**config.mk**
```make
export PLATFORM = sky130hd
export DESIGN_NAME = frame_scheduler
export DESIGN_NICKNAME = d
export VERILOG_FILES = /design/src/rtl/duck_hunt_pkg.sv /design/src/rtl/stage_timer.sv /design/src/rtl/frame_scheduler.sv
export SDC_FILE = /design/constraint.sdc
export NUM_CORES = 1
export LEC_CHECK = 0
export CORE_AREA = 2 2 68 70
export CTS_BUF_LIST = sky130_fd_sc_hd__clkbuf_16
export CTS_CLUSTER_SIZE = 28
export DETAILED_ROUTE_END_ITERATION = 10
export DIE_AREA = 0 0 70 72
export PLACE_DENSITY = 0.85
export SLEW_MARGIN = 20
export SYNTH_ARGS = -nofsm -noshare
export SYNTH_HDL_FRONTEND = slang
export SYNTH_SLANG_ARGS = --single-unit
```
**constraint.sdc**
```tcl
create_clock -name clk25m -period 2.63 [get_ports clk25m]
set_input_delay 0.263 -clock clk25m [delete_from_list [all_inputs] [get_ports clk25m]]
set_output_delay 0.263 -clock clk25m [all_outputs]
set_load 0.05 [all_outputs]
```
**src/rtl/duck_hunt_pkg.sv**
```systemverilog
// Shared types and constants for the Duck Hunt game logic.
package duck_hunt_pkg;

    typedef enum logic [1:0] {
        IDLE,
        START,
        WAIT,
        FINISH
    } sched_state_t;

    localparam int NUM_STAGES_DEFAULT = 4;

    localparam int STG_INPUT = 0;
    localparam int STG_DUCK  = 1;
    localparam int STG_HIT   = 2;
    localparam int STG_SCORE = 3;

    // 25.125 MHz / 60 Hz, used by the frame-rate divider that produces tick60.
    localparam int FRAME_DIV = 418_750;

endpackage

```
**src/rtl/stage_timer.sv**
```systemverilog
// Clearable up-counter that flags when a stage has waited STAGE_TIMEOUT cycles.
module stage_timer #(
    parameter int STAGE_TIMEOUT = 65535
) (
    input  logic clk25m,
    input  logic reset,
    input  logic clear,
    input  logic enable,
    output logic expired
);

    localparam int TW = $clog2(STAGE_TIMEOUT) + 1;

    logic [TW-1:0] count;

    // NOTE: sequential state uses non-blocking assignments so every register samples pre-edge values.
    always_ff @(posedge clk25m) begin
        if (reset || clear) begin
            count <= '0;
        end else if (enable) begin
            count <= count + TW'(1);
        end
    end

    assign expired = (count == TW'(STAGE_TIMEOUT - 1));

endmodule

```
**src/rtl/frame_scheduler.sv**
```systemverilog
// Per-frame sequencer: on each accepted 60 Hz tick, runs the update stages in order.
module frame_scheduler
    import duck_hunt_pkg::*;
#(
    parameter int NUM_STAGES    = NUM_STAGES_DEFAULT,
    parameter int STAGE_TIMEOUT = 65535,
    parameter int FC_W          = 16
) (
    input  logic                          clk25m,
    input  logic                          reset,
    input  logic                          tick60,
    input  logic                          pause,
    input  logic [NUM_STAGES-1:0]         stage_done,
    output logic [NUM_STAGES-1:0]         stage_start,
    output logic [$clog2(NUM_STAGES)-1:0] stage_active,
    output logic                          busy,
    output logic                          frame_done,
    output logic [FC_W-1:0]               frame_count,
    output logic [7:0]                    overrun_count,
    output logic                          timeout_err
);

    localparam int            IW       = $clog2(NUM_STAGES);
    localparam logic [IW-1:0] LAST_IDX = IW'(NUM_STAGES - 1);

    sched_state_t  state;
    sched_state_t  state_nxt;
    logic [IW-1:0] idx;
    logic          timer_expired;
    logic          cur_done;
    logic          advance;
    logic          last_stage;
    logic          accept_tick;

    // Only the current stage's done bit matters, and only while waiting on it.
    assign cur_done    = stage_done[idx];
    assign advance     = (state == WAIT) && (cur_done || timer_expired);
    assign last_stage  = (idx == LAST_IDX);
    assign accept_tick = (state == IDLE) && tick60 && !pause;

    stage_timer #(
        .STAGE_TIMEOUT(STAGE_TIMEOUT)
    ) u_stage_timer (
        .clk25m (clk25m),
        .reset  (reset),
        .clear  (state == START),
        .enable (state == WAIT),
        .expired(timer_expired)
    );

    always_ff @(posedge clk25m) begin
        if (reset) begin
            state <= IDLE;
        end else begin
            state <= state_nxt;
        end
    end

    // NOTE: default assignments up front keep combinational blocks latch-free.
    always_comb begin
        state_nxt = state;
        case (state)
            IDLE:    if (accept_tick) state_nxt = START;
            START:   state_nxt = WAIT;
            WAIT:    if (advance) state_nxt = last_stage ? FINISH : START;
            FINISH:  state_nxt = IDLE;
            default: state_nxt = IDLE;
        endcase
    end

    always_comb begin
        stage_start = '0;
        busy        = 1'b1;
        frame_done  = 1'b0;
        case (state)
            IDLE:    busy = 1'b0;
            START:   stage_start[idx] = 1'b1;
            FINISH:  frame_done = 1'b1;
            default: ;
        endcase
    end

    always_ff @(posedge clk25m) begin
        if (reset) begin
            idx           <= IW'(STG_INPUT);
            frame_count   <= '0;
            overrun_count <= '0;
            timeout_err   <= 1'b0;
        end else begin
            if (accept_tick) begin
                idx <= IW'(STG_INPUT);
            end else if (advance && !last_stage) begin
                idx <= idx + IW'(1);
            end

            if (state == FINISH) begin
                frame_count <= frame_count + FC_W'(1);
            end

            // A tick arriving mid-frame is dropped rather than queued.
            if (tick60 && busy && overrun_count != 8'hFF) begin
                overrun_count <= overrun_count + 8'd1;
            end

            // Done on the terminal cycle wins, so no error in that case.
            if (state == WAIT && timer_expired && !cur_done) begin
                timeout_err <= 1'b1;
            end
        end
    end

    assign stage_active = idx;

endmodule

```
After elaboration in Yosys (flattened, before gate mapping)

Index checks and enable logic that the tools add are counted.

Add/sub/neg operators: 4
Eq/ne operators: 8
Multiplexer cells: 11
Magnitude comparators: 2
Reduce and logical (&&, ||, !) cells: 17

Operators by type and width:

| cell                    | count |
|---|---|
| $add A17 B1 Y17 const B | 1 |
| $eq A17 B16 Y1 const B  | 1 |
| $add A16 B1 Y16 const B | 1 |
| $logic_and A1 B1 Y1     | 9 |
| $add A8 B1 Y8 const B   | 1 |
| $ne A8 B8 Y1 const B    | 1 |
| $pmux W2 S4             | 1 |
| $eq A2 B2 Y1 const B    | 3 |
| $mux W2                 | 3 |
| $mux W1                 | 4 |
| $mux W4                 | 1 |
| $ne A2 B2 Y1 const B    | 2 |
| $logic_not A1 Y1        | 3 |
| $lt A2 B3 Y1 const B    | 1 |
| $add A2 B1 Y2 const B   | 1 |
| $bmux W1 S2             | 1 |
| $demux W1 S2            | 1 |
| $eq A2 B1 Y1 const B    | 1 |
| $ge A2 B1 Y1 const B    | 1 |
| $logic_not A2 Y1        | 1 |
| $logic_or A1 B1 Y1      | 2 |
| $reduce_and A2 Y1       | 1 |
| $reduce_or A2 Y1        | 1 |

Register bits: 46
Output and inout port bits: 33
Bits of input ports: 8

Logic depth before layout (Yosys ltp)

Gate-level depths: netlist of the first run.

Depth after elaboration: 6
Depth in mapped cells: 6
Gate-level depth less buffers: 6

Hierarchy

Synthesis of the first run repeated with hierarchy kept, for this count alone.

Cell total of the unflattened synthesis: 255
Area, all modules: 2,290.9 µm²

By module, submodules not included:

| module          | cells an instance | area an instance (µm²) | instances |
|---|---|---|---|
| frame_scheduler | 163               | 1,496.4                | 1 |
| stage_timer     | 92                | 794.5                  | 1 |

Worst setup path after synthesis of the first run

No wires, ideal clock.

Path kind: flip-flop to flip-flop
From: register frame_count[3]
To: register frame_count[13]
Setup time: 0.123 ns
Setup slack: 0.578 ns
Stages on the path, launching flop included: 5
Required time: 2.507 ns
Period minus slack after synthesis: 2.052 ns
Data arrival time: 1.929 ns
Cells stage by stage: dfxtp_1 -> nand4_1 -> nor4_2 -> nand3_1 -> mux2_1

Cells in the longest elaborated chain, start to end: 1

Ends and longest elaborated chain:

| item                   | RTL line              | text |
|---|---|---|
| from (decl)            | frame_scheduler.sv:18 | `output logic [FC_W-1:0] frame_count,` |
| from (signal assigned) | frame_scheduler.sv:97 | `frame_count <= frame_count + FC_W'(1);` |
| $add A16 B1 Y16        | frame_scheduler.sv:97 |  |

No other way between the ends.
A chain may end at the register's enable or synchronous reset.

Worst setup path after layout of the first run

From: register state[1]
To: output stage_start[2]

Cells in the longest elaborated chain, start to end: 2

Ends and longest elaborated chain:

| item                   | RTL line              | text |
|---|---|---|
| from (decl)            | frame_scheduler.sv:26 | `sched_state_t state;` |
| from (signal assigned) | frame_scheduler.sv:55 | `state <= state_nxt;` |
| $eq A2 B1 Y1           | frame_scheduler.sv:75 | `case (state)` |
| $mux W4                | frame_scheduler.sv:75 |  |
| to (decl)              | frame_scheduler.sv:14 | `output logic [NUM_STAGES-1:0] stage_start,` |

No other way between the ends.

==> impl_metrics.tcl, run 1 <==
set metrics [dict create \
    grt_remaining_overflow 0 \
    ctsResizeCount 0 \
    drv_slew 0 \
    start_util 0.543 \
    vias 2055 \
    port-buffer-count 40 \
    htree_levels 2 \
    power.share.clock 0.468 \
    rows 24 \
    critPathKind "flip-flop to output port" \
    async_flop_share 0 \
    vdd_drop_max_v 0.000329 \
    p_sw_uw 300 \
    grt_first_pass_wirelength_microns 8220 \
    cts_tree "done" \
    fin_tns_setup_ns 0 \
    cts.clk_slew.worst_paths_ns 0.06 \
    fin_skew_ns 0.00826 \
    wirelength_microns 4740 \
    critical_path_peak_fanout 22 \
    io_pins 41 \
    p_leak_nw 0.963 \
    clkLatencyLatePin_ns 0.29 \
    comb_power_share 0.052 \
    p_seq_frac 0.480 \
    dpl_cell_area_sq_um 2760 \
    hp-class "flip-flop to flip-flop" \
    postRouteAntennaNets 0 \
    coreArea_sq_um 4260 \
    fin_crit_ns 2.44 \
    grt_pass1_vias 1875 \
    clock_sinks 46 \
    antenna_cells 0 \
    hold_violations 0 \
    avgRoutedWirePerCell_microns 13.1 \
    holdWs_ns 0.483 \
    netlist_area_sq_um 2310 \
    seq_area_sq_um 921 \
    cts-root-buf "clkbuf_16" \
    cts_made_buffers 5 \
    power_density_nw_per_um2 504 \
    final_common_cell "dfxtp_1" \
    fp.dieH_microns 72 \
    tightest_slew_ns 0.622 \
    end_kind "output port" \
    required_ns 2.37 \
    yosysSeqAreaShare 0.398 \
    startpoint_type "flip-flop" \
    cts_hold_buf 0 \
    swShare 0.204 \
    design_area_sq_um 2920 \
    status "complete, no violations" \
    viasPerCell 5.66 \
    period_share 0.928 \
    dpl.hpwl_microns 3380 \
    cts_setup_buffers 0 \
    internal_power_mw 1.17 \
    drc_errors 0 \
    setup_viol 0 \
    yosysWarnings 0 \
    drtIter0Drc 77 \
    clockBufferDepth 2 \
    synth.avg_cell_area_sq_um 8.54 \
    synth-main-ff-cell "dfxtp_1" \
    place_congestion 0.790 \
    rsz0062_at_grt "false" \
    die_w_microns 70 \
    synth_edf_count 0 \
    die-area_sq_um 5040 \
    final_util 0.685 \
    synthToLayoutAreaGrowth_pct 26.2 \
    layout-drive-gt1-share 0.0547 \
    arrival_ns 2.18 \
    multiInputGateArea_sq_um 1300 \
    synth_cells 271 \
    first_pass_iters 5 \
    nNetsFinal 327 \
    slew_headroom 0.585 \
    fillers 336 \
    grt_usage 0.199 \
    max_cap_viol_count 0 \
    synthesis.nets 287 \
    grt_max_degree 23 \
    synth_seq_cells 46 \
    fmax_mhz 410 \
    yosys.cell_types.count 50 \
    final_cell_mix "dfxtp_1 (46), clkdlybuf4s50_1 (40), nor2_1 (34)" \
    grt_antenna_before_repair 0 \
]
## cell type report
cell class | count | area share
clock buffer | 5 | 0.0428
clock inverter | 2 | 0.0116
inverter | 15 | 0.0193
multi-input combinational | 200 | 0.444
sequential | 46 | 0.315
tap | 52 | 0.0223
timing repair buffer | 43 | 0.145
## logic make-up after synthesis
| logic type | after synthesis | share of synthesized area |
|---|---|---|
| buffers and inverters | 25 | 0.0422 |
| XOR/XNOR | 21 | 0.0795 |
| AO/OA/AOI/OAI | 44 | 0.128 |
| adder cells (fa/ha/maj) | 8 | 0.0432 |
| AND/OR/NAND/NOR | 121 | 0.278 |
| flip-flops | 46 | 0.398 |
| multiplexers | 6 | 0.0319 |
## metal layers
layer,GRT usage,part of all wire,vias to the layer above
met2,0.333,0.48,36
met1,0.250,0.46,969
met3,0.0403,0.042,8
met4,0.0876,0.019,0
li1,-,-,1042
met5,0,0,-
## registers in the layout, summed over array words and instances, names as in the netlist
register             count
frame_count             16
overrun_count            8
stage_active             2
state                    2
timeout_err              1
u_stage_timer.count     17
## critical path, stage by stage, from the launching register on
cell and delay [ns]:
dfxtp_1 0.51, nor2b_1 0.40, and2_1 0.19, clkdlybuf4s50_1 0.80
## path summary, 6_finish.rpt
kind | from | endpoint | slack (ns) | cells past startpoint
max | state[1] | stage_start[2] | 0.19 | 3
min | u_stage_timer.count[11] | u_stage_timer.count[11] | 0.48 | 2
max reg2reg | state[1] | frame_count[13] | 0.48 | 4
min reg2reg | u_stage_timer.count[11] | u_stage_timer.count[11] | 0.48 | 2
## per-stage QoR
step / setup WS [ns] / instances / power, mW
final: 0.188 / 363 / 1.47
after global routing: 0.00507 / 363 / 1.52
after CTS: 0.167 / 363 / 1.48
after detailed placement: 0.477 / 356 / 0.798
after global placement: 0.566 / 356 / 0.797
after floorplan: 0.578 / 271 / 0.771
## power groups by stage
stage	Combinational, mW	Sequential [mW]	Clock [mW]
2_1_floorplan	0.0475	0.723	0
6_report	0.0766	0.706	0.689
4_1_cts	0.0772	0.706	0.696
5_1_grt	0.0835	0.706	0.729
3_3_place_gp	0.0761	0.721	0
3_5_place_dp	0.0767	0.721	0
## cell usage after synthesis (all sizes together) (4+ instances only)
library cell	instances	area (sq um)
a21oi	17	85.1
and2	4	25.0
buf	5	22.5
clkbuf	5	18.8
dfxtp	46	921
ha	8	100
inv	15	56.3
mux2i	4	40.0
nand2	15	56.3
nand2b	5	31.3
nand3	15	75.1
nand3b	4	30.0
nand4	7	50.1
nor2	34	128
nor2b	4	25.0
nor3	9	45.0
nor4	6	43.8
o21ai	4	20.0
o31ai	5	37.5
or3	4	25.0
or4	6	45.0
xnor2	16	140
xor2	5	43.8
Note: power is estimated with default switching activity, not from simulation.
==> run 2, diff against run 1 <==
--- a/config.mk
+++ b/config.mk
@@ -5,12 +5,13 @@
 export SDC_FILE = /design/constraint.sdc
 export NUM_CORES = 1
 export LEC_CHECK = 0
-export CORE_AREA = 2 2 68 70
+export ABC_CLOCK_PERIOD_IN_PS = 2000
+export CORE_AREA = 2 2 74 76
 export CTS_BUF_LIST = sky130_fd_sc_hd__clkbuf_16
 export CTS_CLUSTER_SIZE = 28
 export DETAILED_ROUTE_END_ITERATION = 10
-export DIE_AREA = 0 0 70 72
-export PLACE_DENSITY = 0.85
+export DIE_AREA = 0 0 76 78
+export PLACE_DENSITY = 0.76
 export SLEW_MARGIN = 20
 export SYNTH_ARGS = -nofsm -noshare
 export SYNTH_HDL_FRONTEND = slang
==> constraint.sdc (replaced) <==
create_clock -name clk25m -period 2 [get_ports clk25m]
set_input_delay 0.2 -clock clk25m [delete_from_list [all_inputs] [get_ports clk25m]]
set_output_delay 0.2 -clock clk25m [all_outputs]
set_load 0.05 [all_outputs]
==> run 2 against run 1 <==
Total power up 34%. First-iteration DRC count down 36%. Clock power up 34%. Count of clock-buffer cells in the layout unchanged. Via count up 0.97%. Wire length up 1.8%. Critical path type unchanged. Critical endpoint is now overrun_count[2]. Largest power group unchanged.
==> impl_metrics.tcl, run 2 (synthesis gave the netlist of run 1 again) <==
set metrics [dict create \
    htree_levels 2 \
    period_share 0.901 \
    avgRoutedWirePerCell_microns 12.4 \
    clockBufferDepth 2 \
    critPathKind "flip-flop to output port" \
    hold_violations 0 \
    fmax_mhz 555 \
    fin_skew_ns 0.00734 \
    viasPerCell 5.33 \
    grt_remaining_overflow 0 \
    drtIter0Drc 49 \
    dp_cells 381 \
    dpl.hpwl_microns 3480 \
    final_util 0.608 \
    vdd_drop_max_v 0.000462 \
    top_regs "u_stage_timer.count (17), frame_count (16), overrun_count (8)" \
    grt_antenna_before_repair 0 \
    cts-root-buf "clkbuf_16" \
    final_cell_mix "dfxtp_1 (44), nor2_1 (34), clkdlybuf4s50_1 (34)" \
    clock_sinks 46 \
    startpoint_type "flip-flop" \
    fin_crit_ns 1.80 \
    p_seq_frac 0.471 \
    layout-drive-gt1-share 0.103 \
    cp_top_family "buffers and inverters" \
    required_ns 1.80 \
    postRouteAntennaNets 0 \
    critPathSlowestCell "clkdlybuf4s50_1" \
    place_congestion 0.733 \
    grt_usage 0.170 \
    arrival_ns 1.60 \
    ctsResizeCount 0 \
    rows 26 \
    grt_pass1_vias 1906 \
    dpl_cell_area_sq_um 2900 \
    hp-class "flip-flop to flip-flop" \
    p_leak_nw 1.03 \
    p_sw_uw 411 \
    cts_setup_buffers 0 \
    fin_tns_setup_ns 0 \
    largest-register "u_stage_timer.count" \
    slew_headroom 0.655 \
    power.share.clock 0.470 \
    design_area_sq_um 3070 \
    setup_viol 0 \
    fillers 434 \
    drv_slew 0 \
    final_common_cell "dfxtp_1" \
    swShare 0.209 \
    tightest_slew_ns 0.516 \
    cts_hold_buf 0 \
    vias 2075 \
    grt_max_degree 22 \
    die_w_microns 76 \
    path_buf_inv 1 \
    first_pass_iters 4 \
    port-buffer-count 40 \
    antenna_cells 0 \
    crit_chain "clkdlybuf4s50_1" \
    max_cap_viol_count 0 \
    max_stage_delay_ns 0.86 \
    power_density_nw_per_um2 642 \
    layoutNonFillerInstCount 389 \
    critical_path_peak_fanout 9 \
    comb_power_share 0.059 \
    coreArea_sq_um 5040 \
    largest_reg_flops 17 \
    status "complete, no violations" \
    fp.dieH_microns 78 \
    drc_errors 0 \
    start_util 0.459 \
    internal_power_mw 1.56 \
    synthToLayoutAreaGrowth_pct 32.4 \
    nNetsFinal 334 \
    cts_tree "done" \
    end_kind "output port" \
    grt_first_pass_wirelength_microns 8440 \
    rsz0062_at_grt "false" \
    cts_made_buffers 5 \
    die-area_sq_um 5930 \
    clkLatencyLatePin_ns 0.29 \
    wirelength_microns 4820 \
    io_pins 41 \
    cts.clk_slew.worst_paths_ns 0.06 \
]
run 2: final timing paths:
check | from | endpoint | slack, ns | depth (start not counted)
min | timeout_err | timeout_err | 0.48 | 2
min reg2reg | timeout_err | timeout_err | 0.48 | 2
max | overrun_count[2] | overrun_count[2] | 0.20 | 1
max reg2reg | u_stage_timer.count[4] | u_stage_timer.count[15] | 0.28 | 4
run 2: power by group through the flow:
| stage | clock network, mW | logic [mW] | registers, mW |
|---|---|---|---|
| global route | 0.966 | 0.126 | 0.927 |
| global placement | 0 | 0.116 | 0.947 |
| floorplan | 0 | 0.0624 | 0.951 |
| detailed placement | 0 | 0.117 | 0.947 |
| finish | 0.924 | 0.117 | 0.927 |
| CTS | 0.934 | 0.118 | 0.927 |
run 2: cell type report:
class | count | area [sq um] | area share
clock buffers | 5 | 125 | 0.0408
clock inverters | 3 | 41.3 | 0.0135
inverters | 15 | 56.3 | 0.0184
multi-input cells | 200 | 1300 | 0.423
flip-flops and latches | 46 | 923 | 0.301
well taps | 70 | 87.6 | 0.0286
repair buffers | 50 | 536 | 0.175
run 2: through the flow:
| stage | worst slack, ns | hold slack (ns) | power [mW] |
|---|---|---|---|
| 2_1_floorplan | 0.00317 | 0.415 | 1.01 |
| 3_3_place_gp | 0.341 | 0.451 | 1.06 |
| 3_5_place_dp | 0.273 | 0.463 | 1.06 |
| 4_1_cts | 0.196 | 0.476 | 1.98 |
| 5_1_grt | 0.105 | 0.505 | 2.02 |
| 6_report | 0.197 | 0.476 | 1.97 |
run 2: routing by layer:
layer	routed length [microns]	part of all wire	GRT usage	up-vias
met1	2260	0.47	0.204	990
li1	-	-	-	1049
met2	2300	0.48	0.298	29
met5	0	0	0	-
met4	55	0.011	0.0491	0
met3	208	0.043	0.0453	7
==> RTL edit (settings of run 1) <==
Re-encode `sched_state_t` (4 states) as one-hot, 4 bits wide.
--- a/src/rtl/duck_hunt_pkg.sv
+++ b/src/rtl/duck_hunt_pkg.sv
@@ -1,11 +1,11 @@
 // Shared types and constants for the Duck Hunt game logic.
 package duck_hunt_pkg;
 
-    typedef enum logic [1:0] {
-        IDLE,
-        START,
-        WAIT,
-        FINISH
+    typedef enum logic [3:0] {
+        IDLE   = 4'b0001,
+        START  = 4'b0010,
+        WAIT   = 4'b0100,
+        FINISH = 4'b1000
     } sched_state_t;
 
     localparam int NUM_STAGES_DEFAULT = 4;
Check against the original RTL: no difference found for any inputs over 10 cycles, from zero or initial values and one cycle with reset high; not proved beyond that.
==> RTL edit against run 1 <==
  * Non-clock buffer count is 2 higher
  * Routed wire length rose by 2.9%
  * Synthesized cell count shrank 0.74%
  * Hold slack better by 7.8 ps
  * Global-route usage decreased by 0.33 points
  * Setup slack gained 250 ps
  * Sequential cell count rose by 2
  * Die area stayed put
  * Synthesized area grew 3.2%
  * Cell area grew 2.0%
  * Largest cell class unchanged
  * Highest routed layer unchanged
Power is not compared: it rests on default switching activity, and its combinational part moved more than twofold at a synthesized area within 25%.
==> RTL edit: results <==
INSERT INTO impl_metrics (metric_group, metric, value, unit) VALUES
('timing', 'clock_skew', '2.58', 'ps'),
('setup_path', 'worst_path_arrival_time', '1930', 'ps'),
('route', 'vias_per_cell', '5.76', ''),
('outcome', 'outcome', 'finished clean', ''),
('synthesis', 'synth_top_cells_by_area', 'sky130_fd_sc_hd__dfxtp_1, sky130_fd_sc_hd__a21oi_1, sky130_fd_sc_hd__nor2_1', ''),
('synthesis', 'synth_compound_area_share', '13.1', '%'),
('route', 'detailedRoute.firstIterationViolations', '70', ''),
('grt', 'first_pass_grt_wire_length', '8.14', 'mm'),
('grt', 'use_met3', '4.72', '%'),
('grt', 'global_route.usage.met2', '33.7', '%'),
('route', 'routed_wire_length_per_instance', '13.4', 'um'),
('synthesis', 'post_synthesis_adder_cell_area_fraction', '4.19', '%'),
('route', 'wl_met3', '189', 'um'),
('grt', 'grt_util_met1', '24.8', '%'),
('synthesis', 'synth_top_cells_by_count', 'sky130_fd_sc_hd__dfxtp_1, sky130_fd_sc_hd__nor2_1, sky130_fd_sc_hd__a21oi_1', ''),
('setup_path', 'rr_worst_depth', '5', ''),
('synthesis', 'synth.area.mux_share', '2.30', '%'),
('synthesis', 'synth_cell_types', '46', ''),
('placement', 'finalWeightedCongestion', '0.826', ''),
('placement', 'dp_hpwl', '3.46', 'mm');
==> RTL edit: layout make-up <==
| class | count | area (sq um) | area share, % |
|---|---|---|---|
| timing repair buffer | 45 | 425 | 14.3 |
| clock inverter | 3 | 11.3 | 0.378 |
| multi-input combinational | 202 | 1350 | 45.3 |
| inverter | 10 | 42.5 | 1.43 |
| tap | 52 | 65.1 | 2.18 |
| sequential | 48 | 961 | 32.3 |
| clock buffer | 5 | 125 | 4.20 |
==> RTL edit: final timing paths <==
check                                                       endpoint                            startpoint  slack (ps)
worst min register to register  u_stage_timer.count[11]$_SDFFE_PP0N_  u_stage_timer.count[11]$_SDFFE_PP0N_         490
worst max register to register          frame_count[14]$_SDFFE_PP0P_                 state[2]$_SDFFE_PP0P_         490
worst max-delay path                                            busy                 state[3]$_SDFFE_PP0P_         440
worst min-delay path            u_stage_timer.count[11]$_SDFFE_PP0N_  u_stage_timer.count[11]$_SDFFE_PP0N_         490
